## src/rtl/sar_signed_search.sv

```systemverilog
// Successive-approximation search that recovers a hidden N-bit signed target
// using only a 1-bit "probe < target" answer from an external comparator.
module sar_signed_search #(
    parameter int N = 32
) (
    input  logic         clk,
    input  logic         rst,
    input  logic         start,
    input  logic         lt,
    output logic [N-1:0] probe,
    output logic         probe_valid,
    output logic         busy,
    output logic         done,
    output logic [N-1:0] result
);
    localparam int IW = (N > 1) ? $clog2(N) : 1;
    localparam logic [N-1:0]  SIGN    = {1'b1, {(N-1){1'b0}}};
    localparam logic [N-1:0]  ONE     = {{(N-1){1'b0}}, 1'b1};
    localparam logic [IW-1:0] IDX_TOP = IW'(N-1);
    localparam logic [IW-1:0] IDX_ONE = IW'(1);

    typedef enum logic [1:0] {
        S_IDLE,
        S_PROBE_MIN,
        S_SEARCH,
        S_DONE
    } state_t;

    state_t        state, state_next;
    logic [N-1:0]  acc, acc_next;
    logic [N-1:0]  probe_next, result_next;
    logic [IW-1:0] idx, idx_next;

    always_ff @(posedge clk or posedge rst) begin
        if (rst) begin
            state  <= S_IDLE;
            probe  <= '0;
            acc    <= '0;
            idx    <= IDX_TOP;
            result <= '0;
        end else begin
            state  <= state_next;
            probe  <= probe_next;
            acc    <= acc_next;
            idx    <= idx_next;
            result <= result_next;
        end
    end

    // acc is offset-binary: flipping the MSB converts it to the signed value.
    always_comb begin
        state_next  = state;
        probe_next  = probe;
        acc_next    = acc;
        idx_next    = idx;
        result_next = result;
        probe_valid = (state == S_PROBE_MIN) || (state == S_SEARCH);
        busy        = probe_valid;
        done        = (state == S_DONE);

        case (state)
            S_IDLE: begin
                if (start) begin
                    state_next = S_PROBE_MIN;
                    probe_next = SIGN;
                    acc_next   = '0;
                end
            end
            S_PROBE_MIN: begin
                if (!lt) begin
                    result_next = SIGN;
                    state_next  = S_DONE;
                end else begin
                    state_next = S_SEARCH;
                    idx_next   = IDX_TOP;
                    probe_next = (acc | SIGN) ^ SIGN;
                end
            end
            S_SEARCH: begin
                if (lt) begin
                    acc_next = acc | (ONE << idx);
                end
                if (idx != '0) begin
                    idx_next   = idx - IDX_ONE;
                    probe_next = (acc_next | (ONE << (idx - IDX_ONE))) ^ SIGN;
                end else begin
                    // acc_next is the largest value below target, so +1 cannot wrap.
                    result_next = (acc_next ^ SIGN) + ONE;
                    state_next  = S_DONE;
                end
            end
            S_DONE: begin
                state_next = S_IDLE;
            end
            default: begin
                state_next = S_IDLE;
            end
        endcase
    end
endmodule

```

## config.mk

```make
export PLATFORM = sky130hd
export DESIGN_NAME = sar_signed_search
export DESIGN_NICKNAME = d
export VERILOG_FILES = /design/src/rtl/sar_signed_search.sv
export SDC_FILE = /design/constraint.sdc
export NUM_CORES = 1
export LEC_CHECK = 0
export ABC_AREA = 1
export BUFFER_PORTS_ARGS = -buffer_cell sky130_fd_sc_hd__buf_2
export CAP_MARGIN = 25
export CORE_ASPECT_RATIO = 1.1
export CORE_UTILIZATION = 40
export DETAILED_ROUTE_END_ITERATION = 8
export GPL_ROUTABILITY_DRIVEN = 0
export GPL_TIMING_DRIVEN = 1
export PLACE_DENSITY = 0.56
export SLEW_MARGIN = 25
export SYNTH_ARGS = -nofsm -noshare
export SYNTH_HDL_FRONTEND = slang
export SYNTH_SLANG_ARGS = --single-unit
```

## constraint.sdc

```tcl
create_clock -name clk -period 4.4 [get_ports clk]
set_clock_uncertainty 0.1 [all_clocks]
set_input_delay 0.88 -clock clk [delete_from_list [all_inputs] [get_ports clk]]
set_output_delay 0.88 -clock clk [all_outputs]
set_load 0.03 [all_outputs]
```

# After elaboration in Yosys (flattened, before gate mapping)
# Cells that the tools add are included.
# W data, S select, Z words.
# word_totals
reg_bits	103
latch_bits	0
mem_bits_rw	0
mem_bits_ro	0
in_bits	4
out_inout_bits	67
wordCells	50
memories	0
# op_classes
addsub	2
n_mul	0
n_div	0
magnitude_cmp	0
n_eq_ne	8
shift	2
n_mux	18
n_bitwise	4
reduce_logical	11
# ops
op	n
$mux W32	8
$pmux W32 S2	2
$pmux W32 S3	1
$or A32 B32 Y32	2
$shl A1 B5 Y32 const A	2
$add A32 B1 Y32 const B	1
$mux W5	2
$pmux W5 S2	1
$ne A2 B2 Y1 const B	4
$pmux W2 S4	1
$reduce_and A3 Y1	2
$reduce_bool A5 Y1	1
$sub A5 B1 Y5 const B	1
$eq A2 B2 Y1 const B	2
$mux W2	2
$reduce_and A2 Y1	2
$reduce_and A4 Y1	1
$reduce_bool A2 Y1	2
$reduce_bool A3 Y1	1
$eq A2 B1 Y1 const B	1
$logic_not A2 Y1	1
$ne A2 B1 Y1 const B	1
$not A1 Y1	2
$logic_or A1 B1 Y1	1
$mux W1	1

# Longest topological paths before layout
# Gate-level depths: netlist of run 1.
# depth
ltp_word	8
depth_mapped	15
depth_no_buf	14

# Worst setup path after synthesis of run 1
# OpenSTA, ideal clock, no wires.
# synth_timing
path_kind	input to register
start	input port lt
end	register result[24]
arrival_time_ns	2.182
required_ns	4.183
slack_ns	2.001
stages	12
cell_sequence	inv_2 -> nor2_4 -> nand3_1 -> nand2_2 -> ha_1 -> inv_1 -> a21oi_2 -> nand3_2 -> nor2_4 -> nand4_1 -> nand3_1 -> nand2_1
# synth_via
elab_chain_cells	5
elab_cells_between_ends	7
# synth_lines
item	line_no	text
start: declaration	9	input logic lt,
$mux W32	80	if (lt) begin
$mux W32	61	case (state)
$add A32 B1 Y32	88	result_next = (acc_next ^ SIGN) + ONE;
$mux W32	83	if (idx != '0) begin
$pmux W32 S2	61	
end signal: assignment	46	result <= result_next;
end: declaration	14	output logic [N-1:0] result
# Several ways; a longest one is shown, not always the timed one. The select of a mux whose other input is x is not followed.
# A chain may end at the register's enable or synchronous reset.

# Final worst setup path of run 1
# layout_timing
start	register state[0]
end	register result[4]
# layout_via
elab_chain_cells	3
elab_cells_between_ends	7
# layout_lines
item	line_no	text
start: declaration	29	state_t state, state_next;
start signal: assignment	42	state <= state_next;
$eq A2 B2 Y1 or $eq A2 B1 Y1 (tied branches)	61	
$ne A2 B2 Y1 (no source line) or $reduce_bool A2 Y1 (tied branches)	-	
$reduce_and A3 Y1 (no source line)	-	
# Several ways; a longest one is shown, not always the timed one.

==> metrics.md, run 1 <==
| Metric | Value |
|---|---|
| Number of enable-type register cells in the synthesized netlist | 0 |
| Number of I/O port buffers | 70 |
| Layout net count | 861 |
| Slew at the pin closest to its max-slew limit | 1.013 ns |
| Average vias per placed instance | 5.486 |
| Number of hold violations in the final report | 0 |
| Kind of end point of the critical path | flip-flop |
| Ordered list of cells on the worst path | inv_1 > ha_1 > buf_4 > nor2_1 > nor3_1 > inv_1 > a32o_1 |
| Synthesized Nets | 806 |
| Initial drt markers | 626 |
| Number of buffers inserted to repair setup after CTS | 0 |
| Total number of H-tree levels | 3 |
| Sequential cell area in the final layout | 2584 um^2 |
| Vias in the first global route | 5373 |
| Most numerous cell on the critical path | inv_1 |
| Antenna violations before repair | 0 |
| Count of antenna diodes in the layout | 0 |
| Path type of the worst setup path | flip-flop to flip-flop |
| Largest cells by area after synthesis | dfrtp_1, nand2_1, inv_1 |
| Top cell type's share of synthesized area | 0.4043 |
| Multi-input logic area | 2945 um^2 |
| Wire length of the first global-routing pass | 29.60 mm |
| Count of unique library cells instantiated by Yosys | 42 |
| Die width | 119.4 um |
| Flop and latch count out of synthesis | 103 |
| Std-Cell Rows | 46 |
| Power per cell area | 503.1 nW/um^2 |
| Count of non-filler cells in the finished layout | 1042 |
| Worst-case hold slack | 0.3752 ns |
| Floorplan die area | 15660 um^2 |
| Global route total overflow | 0 |
| Finish-stage setup viols | 0 |
| Largest net degree at the start of global routing | 38 |
| Most frequent cell after synthesis | nand2_1 |
| RSZ-0062 raised after global routing | false |
| Number of fill cells | 1491 |
| Io pins | 71 |
| Effective utilization at floorplan | 0.4149 |
| Post-placement cell count | 1026 |
| Setup TNS | 0 ns |
| Number of max-cap violations | 0 |
| Area of the core | 14620 um^2 |
| Pleak | 3.346 nW |
| Run status | finished clean |
| TritonCTS Sinks | 103 |
| Part of the cycle the worst path needs | 0.7403 |
| Total vias in the final route | 5716 |
| Proportion of layout cells with a drive suffix above 1 | 0.1741 |
| Top cells by count, synth | nand2_1, dfrtp_1, inv_1, o21ai_0, nor2_1 |
| Critical path data arrival time | 3.40 ns |
| CTS tree | yes |
| Count of antenna-violating nets left after detailed routing | 0 |
| Average routed wire per standard cell | 17.96 um |
| Clock tree root buffer cell | clkbuf_16 |
| Mapped Area | 6066 um^2 |
| Shortest clock period the worst path allows after layout | 3.257 ns |
| Post-DP HPWL | 14.21 mm |
| Max FO, Critical Path | 32 |
| Number of gates resized after CTS | 0 |
| Gate count after technology mapping | 790 |
| Share of async-settable or async-resettable flops after synthesis | 1.000 |
| TritonCTS Buffers | 9 |
| Router iterations before antenna repair | 5 |
| Kind of path behind the tightest hold check | flip-flop to flip-flop |
| Worst slew slack as a fraction of its limit | 0.3241 |
| Master of the slowest instance on the critical path | inv_1 |
| Cell taking the most area after synthesis | dfrtp_1 |
| Vertical extent of the die | 131.2 um |
| CTS Hold Buffers Added | 0 |
| Area grow syn2layout | 13.22% |
| Post-Syn Area per Cell | 7.678 um^2 |
| Crit path required time | 4.54 ns |
| Worst supply voltage drop on vdd | 0.0004392 V |
| Maximum number of buffers from clock root to sink | 2 |
| Clock transition at path regs | 0.07 ns |
| Syn. warnings | 0 |
| DRC violation count after routing | 0 |
| Worst-Skew Late Latency | 0.36 ns |
| Startpoint types | flip-flop |
| CP Buf/Inv Count | 3 |
| Most used DFF post-synth | dfrtp_1 |
| Count of final max-slew check failures | 0 |
| Slowest cell delay on critical path | 0.59 ns |
| Timing-limited maximum frequency | 307.0 MHz |
| Family with the most delay on the worst path | buffers and inverters |
| DRT Wirelength | 18.72 mm |
| Share of the yosys chip area belonging to registers | 0.4259 |
| Overall global routing resource usage | 0.2466 |
[registers in the layout, summed over array words and instances (netlist names)]
signal and cells:
state 2, probe 32, result 32, idx 5
acc 32
[metal layers]
metal | global-route usage | share of wire
met5 | 0 | 0
met4 | 0.1264 | 0.038
met3 | 0.04253 | 0.068
met2 | 0.3647 | 0.44
met1 | 0.3448 | 0.45
[layout make-up]
type,count,area share
multi-input combinational,554,0.4289
sequential,103,0.3762
tap,192,0.03498
timing repair buffer,76,0.05757
clock buffer,13,0.03644
clock inverter,3,0.009838
inverter,101,0.05611
[power breakdown]
part,internal [W],total [W],switching [W]
registers,0.00104,0.00111,0.0000784
clock network,0.000515,0.000875,0.000360
logic,0.000319,0.00147,0.00115
[cells by family after synthesis]
kind of cell | count (synthesis) | share of synthesized area
xor gates and xnor gates | 1 | 0.001444
and+or+nand+nor | 353 | 0.2667
AOI/OAI and AO/OA | 188 | 0.1927
DFF | 103 | 0.4259
adders and majority gates | 12 | 0.02475
buffers and inverters | 133 | 0.08849
[cells in the final DEF, fill, tap and decap left out, drive strengths merged, types with 3 or more instances in the layout]
cell,Yosys,routed
a21oi,35,35
a22o,15,15
a22oi,17,17
buf,16,76
clkbuf,16,13
clkinv,3,3
dfrtp,98,98
dfstp,5,5
ha,12,12
inv,98,98
nand2,218,218
nand3,54,54
nand4,9,9
nor2,68,68
o21ai,78,78
o21bai,11,11
o22ai,27,27
[per-stage QoR]
| stage | util | setup slack [ns] | power (W) | cell area (um^2) |
|---|---|---|---|---|
| after global placement | 0.4480 | 1.287 | 0.002548 | 6550 |
| after floorplan | - | 0.7244 | 0.002189 | 6066 |
| after CTS | 0.4698 | 1.181 | 0.003443 | 6868 |
| final | 0.4698 | 1.143 | 0.003456 | 6868 |
| after global routing | 0.4698 | 0.8126 | 0.003639 | 6868 |
| after detailed placement | 0.4480 | 1.191 | 0.002566 | 6550 |
[tightest hold or removal path: stages (launching register included)]
cell	delay (ns)
dfrtp_1	0.34
nand2_1	0.05
nand2_1	0.05
[worst paths after layout]
kind,slack [ns],to,startpoint,depth (start not counted)
setup reg to reg,1.14,result[4],state[0],7
hold reg to reg,0.38,result[18],result[18],2
setup / recovery,1.14,result[4],state[0],7
hold / removal,0.38,result[18],result[18],2
max in group asynchronous,2.91,probe[7],rst,3
min in group asynchronous,0.46,acc[23],rst,2
No activity file was read; power rests on OpenSTA's default activity.
==> run 2, diff against run 1 <==
Settings changed: PLACE_DENSITY 0.56 to 0.58.
Clock period 4.4 ns to 2.7 ns, I/O delays scaled along.
==> metrics.md, run 2 (synthesized netlist as in run 1, its figures left out) <==
| Metric | Value |
|---|---|
| Run status | finished clean |
| TritonCTS Buffers | 9 |
| Startpoint types | flip-flop |
| Leading cell types in the layout, fill and taps excluded | nand2_1, dfrtp_1, inv_1 |
| Total vias in the final route | 5869 |
| Crit. Startpoint | idx[0] |
| Overall Power | 0.005777 W |
| Met1 Use GR | 0.3500 |
| Shortest clock period the worst path allows after layout | 2.524 ns |
| Total number of H-tree levels | 3 |
| Commonest non-fill, non-tap cell in the layout | nand2_1 |
| Power per cell area | 820.8 nW/um^2 |
| Pleak | 3.444 nW |
| Ordered list of cells on the worst path | inv_1 > ha_1 > ha_1 > inv_1 > nand3_1 > o21ai_0 > a22oi_1 > o21ai_0 |
| Multi-input logic area | 2955 um^2 |
| Count of antenna-violating nets left after detailed routing | 0 |
| Number of fill cells | 1437 |
| Kind of path behind the tightest hold check | input port to async pin |
| Overall global routing resource usage | 0.2589 |
| CP Buf/Inv Count | 2 |
| CTS Hold Buffers Added | 0 |
| Worst supply voltage drop on vdd | 0.0008943 V |
| Kind of end point of the critical path | flip-flop |
| Antenna violations before repair | 0 |
| Path type of the worst setup path | flip-flop to flip-flop |
| Layout net count | 882 |
| Slowest cell delay on critical path | 0.55 ns |
| Max FO, Critical Path | 8 |
| Slew at the pin closest to its max-slew limit | 0.9696 ns |
| Master of the slowest instance on the critical path | dfstp_2 |
| Std-Cell Rows | 46 |
| Number of I/O port buffers | 70 |
| Effective utilization at floorplan | 0.4149 |
| Worst-case hold slack | 0.2300 ns |
| Count of antenna diodes in the layout | 0 |
| Family with the most delay on the worst path | adder cells |
| Global route total overflow | 0 |
| Setup TNS | 0 ns |
| Router iterations before antenna repair | 8 |
| Die width | 119.4 um |
| DRT Wirelength | 19.43 mm |
| TritonCTS Sinks | 103 |
| Reg2Reg Launch Point | idx[0] |
| Sequential cell area in the final layout | 2584 um^2 |
| Clock transition at path regs | 0.07 ns |
| Proportion of layout cells with a drive suffix above 1 | 0.1975 |
| Average routed wire per standard cell | 18.28 um |
| Area post-placement | 6721 um^2 |
| Reg2reg setup slack | 0.18 ns |
| Design area | 7039 um^2 |
| Area grow syn2layout | 16.05% |
| Met3 routing resource usage after global routing | 0.04297 |
| Vias in the first global route | 5738 |
| Met2 routing resource usage after global routing | 0.4018 |
| Floorplan die area | 15660 um^2 |
| Crit path required time | 2.83 ns |
| Maximum number of buffers from clock root to sink | 2 |
| Clock tree root buffer cell | clkbuf_16 |
| Worst slew slack as a fraction of its limit | 0.3529 |
| DRC violation count after routing | 0 |
| Largest net degree at the start of global routing | 104 |
| Number of max-cap violations | 0 |
| RSZ-0062 raised after global routing | false |
| Largest registers | acc x32, probe x32, result x32 |
| Area of the core | 14620 um^2 |
| Post-DP HPWL | 14.79 mm |
| Count of final max-slew check failures | 0 |
| Number of hold violations in the final report | 0 |
| Share of the core filled with cells in the final layout | 0.4815 |
| Timing-limited maximum frequency | 396.2 MHz |
| Average vias per placed instance | 5.521 |
| Finish-stage setup viols | 0 |
| Io pins | 71 |
| Initial drt markers | 633 |
| Critical path data arrival time | 2.65 ns |
| Worst-Skew Late Latency | 0.36 ns |
| Part of the cycle the worst path needs | 0.9347 |
| Wire length of the first global-routing pass | 31.34 mm |
| CTS tree | yes |
| Vertical extent of the die | 131.2 um |
| Busiest grt layer | met2 |
[run 2: cell type report]
type                            instances  share of cell area
Timing Repair Buffer                   97             0.08034
Clock inverter                          3            0.009598
Inverter                              101             0.05492
Multi-Input combinational cell        554              0.4198
Sequential cell                       103              0.3670
Clock buffer                           13             0.03413
Tap cell                              192             0.03413
[run 2: what timing repair did]
action                                  CTS  global route
hold endpoints to repair                  0             0
gates resized for setup                   0             4
endpoints found under the setup margin    0             8
buffers inserted                          0             0
[run 2: path summary, 6_finish.rpt]
kind	endpoint	depth (start not counted)
max reg2reg	probe[29]	8
min reg2reg	result[8]	2
min	result[16]	3
max	probe[29]	8
max in group asynchronous	acc[9]	3
min in group clk	result[8]	2
[run 2: worst reg2reg max path, delay by kind of cell (launching register included)]
family,cells,cell delay (ns)
compound gates,3,0.58
fa+ha+maj,2,0.71
buf+inv,2,0.26
flops,1,0.55
simple gates,1,0.18
[run 2: metal layers]
layer | part of all wire | up-vias | routed length (um)
met4 | 0.038 | 0 | 741
met1 | 0.43 | 2778 | 8340
met2 | 0.46 | 279 | 8976
met3 | 0.070 | 52 | 1369
li1 | - | 2760 | -
met5 | 0 | - | 0
[run 2: power breakdown]
group / leakage [nW] / total, W / switching (W) / internal (W)
combinational: 1.89 / 0.00257 / 0.00193 / 0.000640
clock: 0.144 / 0.00140 / 0.000581 / 0.000815
sequential: 1.41 / 0.00181 / 0.000124 / 0.00169
[run 2: per-stage QoR]
step	cells	worst slack (ns)
floorplan	790	0.5288
global placement	1047	0.2474
detailed placement	1047	0.2104
CTS	1063	0.1802
global route	1063	0.01596
finish	1063	0.1763
==> run 3, diff against run 2 <==
==> constraint.sdc (replaced) <==
create_clock -name clk -period 2.7 [get_ports clk]
set_clock_uncertainty 0.1 [all_clocks]
set_input_delay 0.27 -clock clk [delete_from_list [all_inputs] [get_ports clk]]
set_output_delay 0.27 -clock clk [all_outputs]
set_load 0.03 [all_outputs]
==> metrics.md, run 3 (synthesized netlist as in run 1, its figures left out) <==
| Metric | Value |
|---|---|
| Global route total overflow | 0 |
| Crit Reg-Reg Endpoint | result[22] |
| DRT Wirelength | 19.23 mm |
| Kind of end point of the critical path | flip-flop |
| Pleak | 3.462 nW |
| Number of fill cells | 1481 |
| Std-Cell Rows | 46 |
| Worst-Skew Late Latency | 0.36 ns |
| Number of cells traversed by the worst register-to-register path | 13 |
| Most numerous cell on the critical path | nand2_1 |
| Power per cell area | 813.1 nW/um^2 |
| Met3 wire length | 1.346 mm |
| Setup TNS | 0 ns |
| Reg power frac | 0.316 |
| Post-DP HPWL | 14.68 mm |
| Area of the core | 14620 um^2 |
| Slowest cell delay on critical path | 0.40 ns |
| Initial drt markers | 518 |
| Crit path required time | 2.85 ns |
| Vias in the first global route | 5768 |
| Router iterations before antenna repair | 6 |
| Maximum number of buffers from clock root to sink | 2 |
| Ordered list of cells on the worst path | inv_1 > ha_1 > nand2_1 > nor2_1 > nand2_1 > nand2_1 > nand3_1 > nor2_1 > nand3_1 > nor2_2 > nand2_1 > nand3_1 > nand2_1 |
| Clock transition at path regs | 0.07 ns |
| Pre-CTS setup slack | 0.08538 ns |
| Count of non-filler cells in the finished layout | 1066 |
| Count of antenna diodes in the layout | 0 |
| Timing-limited maximum frequency | 395.2 MHz |
| Io pins | 71 |
| Kind of path behind the tightest hold check | input port to flip-flop |
| Vertical extent of the die | 131.2 um |
| Hold worst-path end | state[1] |
| Total vias in the final route | 5883 |
| Number of I/O port buffers | 70 |
| TritonCTS Sinks | 103 |
| Count of final max-slew check failures | 0 |
| Commonest non-fill, non-tap cell in the layout | nand2_1 |
| Path type of the worst setup path | flip-flop to flip-flop |
| Floorplan die area | 15660 um^2 |
| Part of the cycle the worst path needs | 0.9372 |
| Overall Power | 0.005735 W |
| Post-placement cell count | 1049 |
| Max FO, Critical Path | 9 |
| Share of the core filled with cells in the final layout | 0.4825 |
| Largest registers | acc x32, probe x32, result x32 |
| Largest net degree at the start of global routing | 59 |
| Area grow syn2layout | 16.27% |
| Power share of the combinational group | 0.451 |
| Portion of total power attributed to the clock network | 0.233 |
| Sw power | 0.002665 W |
| CTS tree | yes |
| Routed wl met2 | 8.582 mm |
| Switching Share | 0.4647 |
| Number of max-cap violations | 0 |
| Shortest clock period the worst path allows after layout | 2.530 ns |
| Instance count along the most critical hold path | 4 |
| Antenna violations before repair | 0 |
| Wire length of the first global-routing pass | 30.85 mm |
| Worst slew slack as a fraction of its limit | 0.3489 |
| Reg2reg setup slack | 0.17 ns |
| Effective utilization at floorplan | 0.4149 |
| PnR worst setup slack | 0.1696 ns |
| Reg2Reg Launch Point | idx[0] |
| Internal power | 0.003070 W |
| DRC violation count after routing | 0 |
| Average routed wire per standard cell | 18.04 um |
| Number of hold violations in the final report | 0 |
| Slew at the pin closest to its max-slew limit | 0.9755 ns |
| Average vias per placed instance | 5.519 |
| Top Metal Used | met4 |
| Overall global routing resource usage | 0.2554 |
| Run status | finished clean |
| TritonCTS Buffers | 9 |
| Total number of H-tree levels | 3 |
| Count of antenna-violating nets left after detailed routing | 0 |
| Layout net count | 885 |
| Beginning of the worst hold path | start |
| Worst supply voltage drop on vdd | 0.0007815 V |
| Master of the slowest instance on the critical path | ha_1 |
| Die width | 119.4 um |
| Number of buffers inserted to repair setup after CTS | 0 |
| Proportion of layout cells with a drive suffix above 1 | 0.2002 |
| Clock tree root buffer cell | clkbuf_16 |
| Routed metal-1 wirelength | 8.418 mm |
| Startpoint types | flip-flop |
| Critical path data arrival time | 2.68 ns |
| Leading cell types in the layout, fill and taps excluded | nand2_1, dfrtp_1, inv_1 |
| Finish-stage setup viols | 0 |
run 3: cell count changes in the layout (fill, tap and decap cells not counted), sizes merged:
cell         previous run  this run
clkbuf                 13        12
clkinv                  3         6
clkinvlp                2         1
dlygate4sd3             0         1
bufinv                  2         1
buf                    97        99
run 3: cell type report:
type	count	area (um^2)	area share
multi-input cells	554	2960	0.4197
flip-flops and latches	103	2584	0.3663
clock buffers	12	246.5	0.03495
well taps	192	240.2	0.03406
repair buffers	100	590.6	0.08373
clock inverters	4	45.04	0.006386
inverters	101	386.6	0.05482
run 3: power groups by stage:
stage	Sequential (W)	Combinational (W)	Clock (W)
2_1_floorplan	0.00188	0.00169	0
3_3_place_gp	0.00183	0.00247	0
3_5_place_dp	0.00184	0.00252	0
4_1_cts	0.00181	0.00253	0.00135
5_1_grt	0.00183	0.00280	0.00141
6_report	0.00181	0.00259	0.00133
run 3: critical path: cells and delay by family, from the launching register on:
kind,cells,cell delay [ns]
flops,1,0.38
simple gates,11,1.36
fa+ha+maj,1,0.40
buf+inv,1,0.17
run 3: repair_timing:
| item | CTS | global route |
|---|---|---|
| hold buffers | 1 | 0 |
| endpoints found under the setup margin | 0 | 12 |
| gates resized for setup | 0 | 4 |
| endpoints found under the hold margin | 17 | 0 |
run 3: worst max path at each step:
stage / from / endpoint / cells past startpoint
detailed placement: idx[0] / result[16] / 12
finish: idx[0] / result[22] / 13
global placement: idx[0] / result[16] / 12
global route: idx[0] / result[22] / 13
CTS: idx[0] / result[16] / 12
floorplan: idx[0] / result[24] / 12
run 3: routing by layer:
| layer | global-route usage | vias up |
|---|---|---|
| li1 | - | 2770 |
| met1 | 0.3441 | 2776 |
| met2 | 0.3928 | 278 |
| met3 | 0.03863 | 59 |
| met4 | 0.1396 | 0 |
| met5 | 0 | - |
run 3: stage by stage:
stage               hold slack [ns]  cell area [um^2]
finish                       0.2855              7053
global route                 0.3707              7053
CTS                          0.2853              7038
detailed placement           0.2031              6736
global placement             0.1947              6736
floorplan                    0.3657              6070
